===== src/rtl/uart_rx_pkg.sv =====
`default_nettype none
// ============================================================================
// Module      : uart_rx_pkg
// Description : Shared types and constants for the UART receive controller.
// Revision    : 1.0
// ============================================================================
package uart_rx_pkg;

  localparam int EDGE_W = 6;
  localparam int BIT_W  = 4;

  localparam logic [EDGE_W-1:0] PRESCALE_8  = 6'd8;
  localparam logic [EDGE_W-1:0] PRESCALE_16 = 6'd16;
  localparam logic [EDGE_W-1:0] PRESCALE_32 = 6'd32;

  typedef enum logic [2:0] {
    IDLE   = 3'd0,
    START  = 3'd1,
    DATA   = 3'd2,
    PARITY = 3'd3,
    STOP   = 3'd4,
    CHECK  = 3'd5
  } rx_state_t;

  // Unsupported oversampling ratios fall back to the slowest legal setting.
  function automatic logic [EDGE_W-1:0] map_prescale(input logic [EDGE_W-1:0] ps);
    case (ps)
      PRESCALE_16: return PRESCALE_16;
      PRESCALE_32: return PRESCALE_32;
      default:     return PRESCALE_8;
    endcase
  endfunction

  function automatic logic is_counting(input rx_state_t s);
    return (s == START) || (s == DATA) || (s == PARITY) || (s == STOP);
  endfunction

endpackage
`default_nettype wire


===== src/rtl/edge_bit_counter.sv =====
`default_nettype none
// ============================================================================
// Module      : edge_bit_counter
// Description : Oversample edge counter and bit counter for one UART frame.
// Revision    : 1.0
// ============================================================================
module edge_bit_counter
  import uart_rx_pkg::*;
(
  input  logic              CLK,
  input  logic              RST,
  input  logic              enable,
  input  logic              clear,
  input  logic [EDGE_W-1:0] prescale,
  output logic [EDGE_W-1:0] edge_cnt,
  output logic [BIT_W-1:0]  bit_cnt,
  output logic              last_edge
);

  logic [EDGE_W-1:0] r_edge_cnt;
  logic [BIT_W-1:0]  r_bit_cnt;
  logic              w_last_edge;

  assign w_last_edge = (r_edge_cnt == (prescale - EDGE_W'(1)));

  always_ff @(posedge CLK) begin
    if (RST) begin
      r_edge_cnt <= '0;
      r_bit_cnt  <= '0;
    end else if (clear) begin
      r_edge_cnt <= '0;
      r_bit_cnt  <= '0;
    end else if (enable) begin
      if (w_last_edge) begin
        r_edge_cnt <= '0;
        r_bit_cnt  <= r_bit_cnt + BIT_W'(1);
      end else begin
        r_edge_cnt <= r_edge_cnt + EDGE_W'(1);
      end
    end
  end

  assign edge_cnt  = r_edge_cnt;
  assign bit_cnt   = r_bit_cnt;
  assign last_edge = w_last_edge;

endmodule
`default_nettype wire


===== src/rtl/uart_rx_fsm.sv =====
`default_nettype none
// ============================================================================
// Module      : uart_rx_fsm
// Description : UART RX frame controller: start detect, counters, strobes.
// Revision    : 1.0
// ============================================================================
module uart_rx_fsm
  import uart_rx_pkg::*;
#(
  parameter int DATA_WIDTH = 8
)
(
  input  logic              CLK,
  input  logic              RST,
  input  logic              RX_IN,
  input  logic              PAR_EN,
  input  logic [EDGE_W-1:0] Prescale,
  input  logic              strt_glitch,
  input  logic              par_err,
  input  logic              stp_err,
  output logic [EDGE_W-1:0] edge_cnt,
  output logic [BIT_W-1:0]  bit_cnt,
  output logic              dat_samp_en,
  output logic              deser_en,
  output logic              strt_chk_en,
  output logic              par_chk_en,
  output logic              stp_chk_en,
  output logic              data_valid
);

  rx_state_t         r_state;
  rx_state_t         w_next_state;
  logic              r_par_en;
  logic [EDGE_W-1:0] r_prescale;

  logic [EDGE_W-1:0] w_edge_cnt;
  logic [BIT_W-1:0]  w_bit_cnt;
  logic              w_last_edge;
  logic              w_cnt_enable;
  logic              w_cnt_clear;
  logic              w_start_det;
  logic              w_glitch_abort;
  logic              w_last_data_bit;

  assign w_start_det     = (r_state == IDLE) && !RX_IN;
  assign w_glitch_abort  = (r_state == DATA) && strt_glitch &&
                           (w_edge_cnt == EDGE_W'(1)) && (w_bit_cnt == BIT_W'(1));
  assign w_last_data_bit = (w_bit_cnt == BIT_W'(DATA_WIDTH));

  // Counters run only inside the frame and are zero on entry to IDLE/CHECK.
  assign w_cnt_enable = is_counting(r_state);
  assign w_cnt_clear  = !is_counting(w_next_state);

  always_ff @(posedge CLK) begin
    if (RST) begin
      r_state    <= IDLE;
      r_par_en   <= 1'b0;
      r_prescale <= PRESCALE_8;
    end else begin
      r_state <= w_next_state;
      if (w_start_det) begin
        r_par_en   <= PAR_EN;
        r_prescale <= map_prescale(Prescale);
      end
    end
  end

  always_comb begin
    w_next_state = r_state;
    dat_samp_en  = 1'b0;
    deser_en     = 1'b0;
    strt_chk_en  = 1'b0;
    par_chk_en   = 1'b0;
    stp_chk_en   = 1'b0;
    data_valid   = 1'b0;
    case (r_state)
      IDLE: begin
        if (!RX_IN) w_next_state = START;
      end
      START: begin
        dat_samp_en = 1'b1;
        if (w_last_edge) begin
          strt_chk_en  = 1'b1;
          w_next_state = DATA;
        end
      end
      DATA: begin
        dat_samp_en = 1'b1;
        if (w_glitch_abort) begin
          w_next_state = IDLE;
        end else if (w_last_edge) begin
          deser_en = 1'b1;
          if (w_last_data_bit) w_next_state = r_par_en ? PARITY : STOP;
        end
      end
      PARITY: begin
        dat_samp_en = 1'b1;
        if (w_last_edge) begin
          par_chk_en   = 1'b1;
          w_next_state = STOP;
        end
      end
      STOP: begin
        dat_samp_en = 1'b1;
        if (w_last_edge) begin
          stp_chk_en   = 1'b1;
          w_next_state = CHECK;
        end
      end
      CHECK: begin
        // Checker results are registered, so both are settled in this cycle.
        data_valid   = !stp_err && (!par_err || !r_par_en);
        w_next_state = IDLE;
      end
      default: begin
        w_next_state = IDLE;
      end
    endcase
  end

  edge_bit_counter u_edge_bit_counter (
    .CLK       (CLK),
    .RST       (RST),
    .enable    (w_cnt_enable),
    .clear     (w_cnt_clear),
    .prescale  (r_prescale),
    .edge_cnt  (w_edge_cnt),
    .bit_cnt   (w_bit_cnt),
    .last_edge (w_last_edge)
  );

  assign edge_cnt = w_edge_cnt;
  assign bit_cnt  = w_bit_cnt;

endmodule
`default_nettype wire


===== config.mk =====
export PLATFORM = sky130hd
export DESIGN_NAME = uart_rx_fsm
export DESIGN_NICKNAME = d
export VERILOG_FILES = /design/src/rtl/uart_rx_pkg.sv /design/src/rtl/edge_bit_counter.sv /design/src/rtl/uart_rx_fsm.sv
export SDC_FILE = /design/constraint.sdc
export NUM_CORES = 1
export LEC_CHECK = 0
export ABC_AREA = 0
export BUFFER_PORTS_ARGS = -buffer_cell sky130_fd_sc_hd__buf_2
export CORE_ASPECT_RATIO = 1.75
export CORE_UTILIZATION = 25
export DETAILED_ROUTE_END_ITERATION = 6
export PLACE_DENSITY = 0.52
export REMOVE_ABC_BUFFERS = 1
export SLEW_MARGIN = 5
export SYNTH_ARGS = -nofsm -noshare
export SYNTH_HDL_FRONTEND = slang
export SYNTH_HIERARCHICAL = 1
export SYNTH_SLANG_ARGS = --single-unit

===== constraint.sdc =====
create_clock -name CLK -period 2.7 [get_ports CLK]
set_input_delay 0.405 -clock CLK [delete_from_list [all_inputs] [get_ports CLK]]
set_output_delay 0.405 -clock CLK [all_outputs]
set_load 0.02 [all_outputs]

==> summary.md <==
| Metric | Value |
|---|---|
| Relative slew slack | 62.8% |
| Final Core Density | 32.4% |
| Worst setup path class | flop to primary output |
| Worst-case clock buffer depth | 2 |
| RR Endpoint | u_edge_bit_counter/bit_cnt[0] |
| Total global-route track usage | between 10% and 20% |
| Synth area leader | dfxtp_1 |
| CP required | 2300 ps |
| First-pass GRT wire length | approximately 5600 µm |
| #FFs+latches synth | 17 |
| Clk slew on worst S/H paths | 70 ps |
| Maxcap violations | 0 |
| HP Class | input port to flop |
| Critical path arrival | 2080 ps |
| Worst Setup EP | par_chk_en |
| Crit path max fanout | 17 |
| Final Critical Period | 2480 ps |
| CP Capture Type | primary output |
| Vias in the first global route | 1,195 |
| Reg2reg setup slack | 380 ps |
| Yosys Warn Count | 6 |
| Final hold slack | 380 ps |
| Most frequent cells in the layout | 28 x buf_2, 17 x dfxtp_1, 12 x nor2_1, 12 x conb_1 |
| Grt total ovfl | 0 |
| Clock skew | around 4.5 ps |
| Commonest non-fill, non-tap cell in the layout | buf_2 |
| # IOs | 29 |
| Synth area leaders | dfxtp_1 28%, xnor2_1 5.1%, nor2_1 3.7% |
| Yosys cell types | 50 |
| Drt drc | 0 |
| Worst-Margin Slew | 551 ps |
| Worst r2r src | u_edge_bit_counter/edge_cnt[2] |
| RSZ-0062 raised after global routing | no |
| Die W | ~55 µm |
| CP peak stage delay | approximately 410 ps |
| Core Box Area | 0.00467 mm² |
| Hold Path Depth | 3 |
| Post_cts resized | 0 |
| CTS buffer count | 3 |
| Slowest CP cell | dfxtp_1 |
| Post-synth top flop | dfxtp_1 |
| CP cell instances | inv_1, o211a_1, o31a_1, nor3_2, buf_4, and3_2, buf_2 |
| Final RePlAce weighted congestion | 0.780 |
| Htree depth | 1 |
| Final Cycle Share | 92.0% |
| 1st-iter DRT viols | 12 |
| Total Wirelength | 3310 µm |
| Post-DP HPWL | 2670 µm |
| Status | completed |
| Final setup fails | 0 |
| Synth top area share | 28.1% |
| Post-CTS Setup Inserts | 0 |
| Root Buffer | clkbuf_8 |
| Max frequency | 403 MHz |
| Cell Area, Placed | 0.00147 mm² |
| Post-synthesis async set-or-reset flop share | 0% |
| Post-synth EDFFs | 0 |
| Hold violation count in the final report | 0 |
| Total negative slack | 0 ps |
| Final design area excluding fillers | roughly 0.0015 mm² |
| Row count | 33 |
| Clock Sink Count | 17 |
| Cell count of the worst reg-to-reg path | 8 |
| TritonCTS clock tree | yes |
| Largest net degree at the start of global routing | 18 |
| Pins Over Slew Limit | 0 |
| Post-route antenna net violation count | 0 |
| Sequential element share of the synthesized area | around 28% |
| DIE HEIGHT | 94.0 µm |
| Worst setup SP type | flop |
| Layout cells sized above 1 | 24.2% |
| Post-Synthesis Cell Area | 0.00121 mm² |
| DRT Pass-1 Iters | 4 |
| Starting Density | 25.9% |
| Initial antenna violation count | 0 |
| Pwr/cell area | 364 mW/mm² |
| Syn avg cell area | 8.23 µm² |
| Die Area | 0.00513 mm² |
| Nets@finish | 207 |
| Wire per inst | roughly 14 µm |
| Vias per cell | ~5 |
| Hold_buf cts | 0 |
| Leakage | around 0.7 nW |
| Syn Inst Count | 147 |
| ANT cells | 0 |
| Port bufs | 28 |
| Peak VDD IR | around 0.26 mV |
| Critical path origin | r_prescale[3] |
| Worst-Skew Late Latency | 250 ps |
| Via count | 1,208 |
| Area grow syn2layout | 24.9% |
-- per-layer routing --
layer  wire length (µm)  part of all wire (%)  GRT usage [%]
met1               1260                    38           15.2
met2               1840                    56           27.4
met3                123                   3.7           2.10
met4                 93                   2.8           7.48
met5                  0                     0              0
-- state kept, by name (all words and copies together) (netlist names) --
signal	cells
r_par_en	1
r_prescale	3
r_state	3
u_edge_bit_counter/bit_cnt	4
u_edge_bit_counter/edge_cnt	6
-- cell type report --
cell class,instances,area [µm²]
Fill cell,524,3150
Multi-Input combinational cell,126,838
Sequential cell,17,340
Timing Repair Buffer,35,193
Tap cell,52,65.1
Clock buffer,4,45.0
Inverter,8,30.0
-- worst min path at each step --
stage / startpoint / endpoint / slack (ps)
after floorplan: r_prescale[5] / r_prescale[5] / 470
after global placement: r_prescale[4] / r_prescale[4] / 520
after detailed placement: r_prescale[4] / r_prescale[4] / 530
after CTS: PAR_EN / r_par_en / 380
after global routing: PAR_EN / r_par_en / 420
final: PAR_EN / r_par_en / 380
-- worst max-delay path, delay by kind of cell (launching register included) --
kind                   cells  cell delay [ps]
AOI/OAI and AO/OA          2              540
buffers and inverters      3              500
DFF                        1              410
and+or+nand+nor            2              370
-- cell usage after synthesis, drive strengths merged, types with 2 or more instances --
cell type,number
ha,3
nand3b,4
nor2b,2
nor2,12
a31oi,3
and3,5
nand2,6
nand3,6
dfxtp,17
or2,2
or3,3
xor2,4
nand4,2
inv,8
a32oi,2
nand2b,4
clkbuf,5
mux2i,2
buf,2
a211oi,3
or4b,2
a21oi,6
o21ai,8
nor3,5
xnor2,7
nor3b,3
or4,2
nor4b,3
-- cells by family (layout without fill, tap and decap cells) --
kind of cell | after synthesis | count (layout) | synth area share [%]
xor gates and xnor gates | 11 | 11 | 7.96
adders and majority gates | 3 | 3 | 3.10
other | 1 | 12 | 0.310
and+or+nand+nor | 65 | 65 | 33.5
DFF | 17 | 17 | 28.1
buffers and inverters | 15 | 47 | 6.00
AOI/OAI and AO/OA | 33 | 33 | 19.3
muxes | 2 | 2 | 1.65
-- report_power, final --
part / internal (mW) / switching [mW] / total, mW
registers: 0.255 / 0.00813 / 0.264
clock network: 0.105 / 0.0911 / 0.196
logic: 0.0386 / 0.0519 / 0.0905
total: 0.399 / 0.151 / 0.550
-- metrics by stage --
| step | instances | setup slack (ps) | total power [mW] |
|---|---|---|---|
| finish | 242 | 216 | 0.550 |
| global route | 242 | 71.7 | 0.577 |
| CTS | 242 | 211 | 0.553 |
| detailed placement | 238 | 399 | 0.359 |
| global placement | 238 | 406 | 0.359 |
| floorplan | 151 | 64.5 | 0.327 |
No activity file was read; power rests on OpenSTA's default activity.
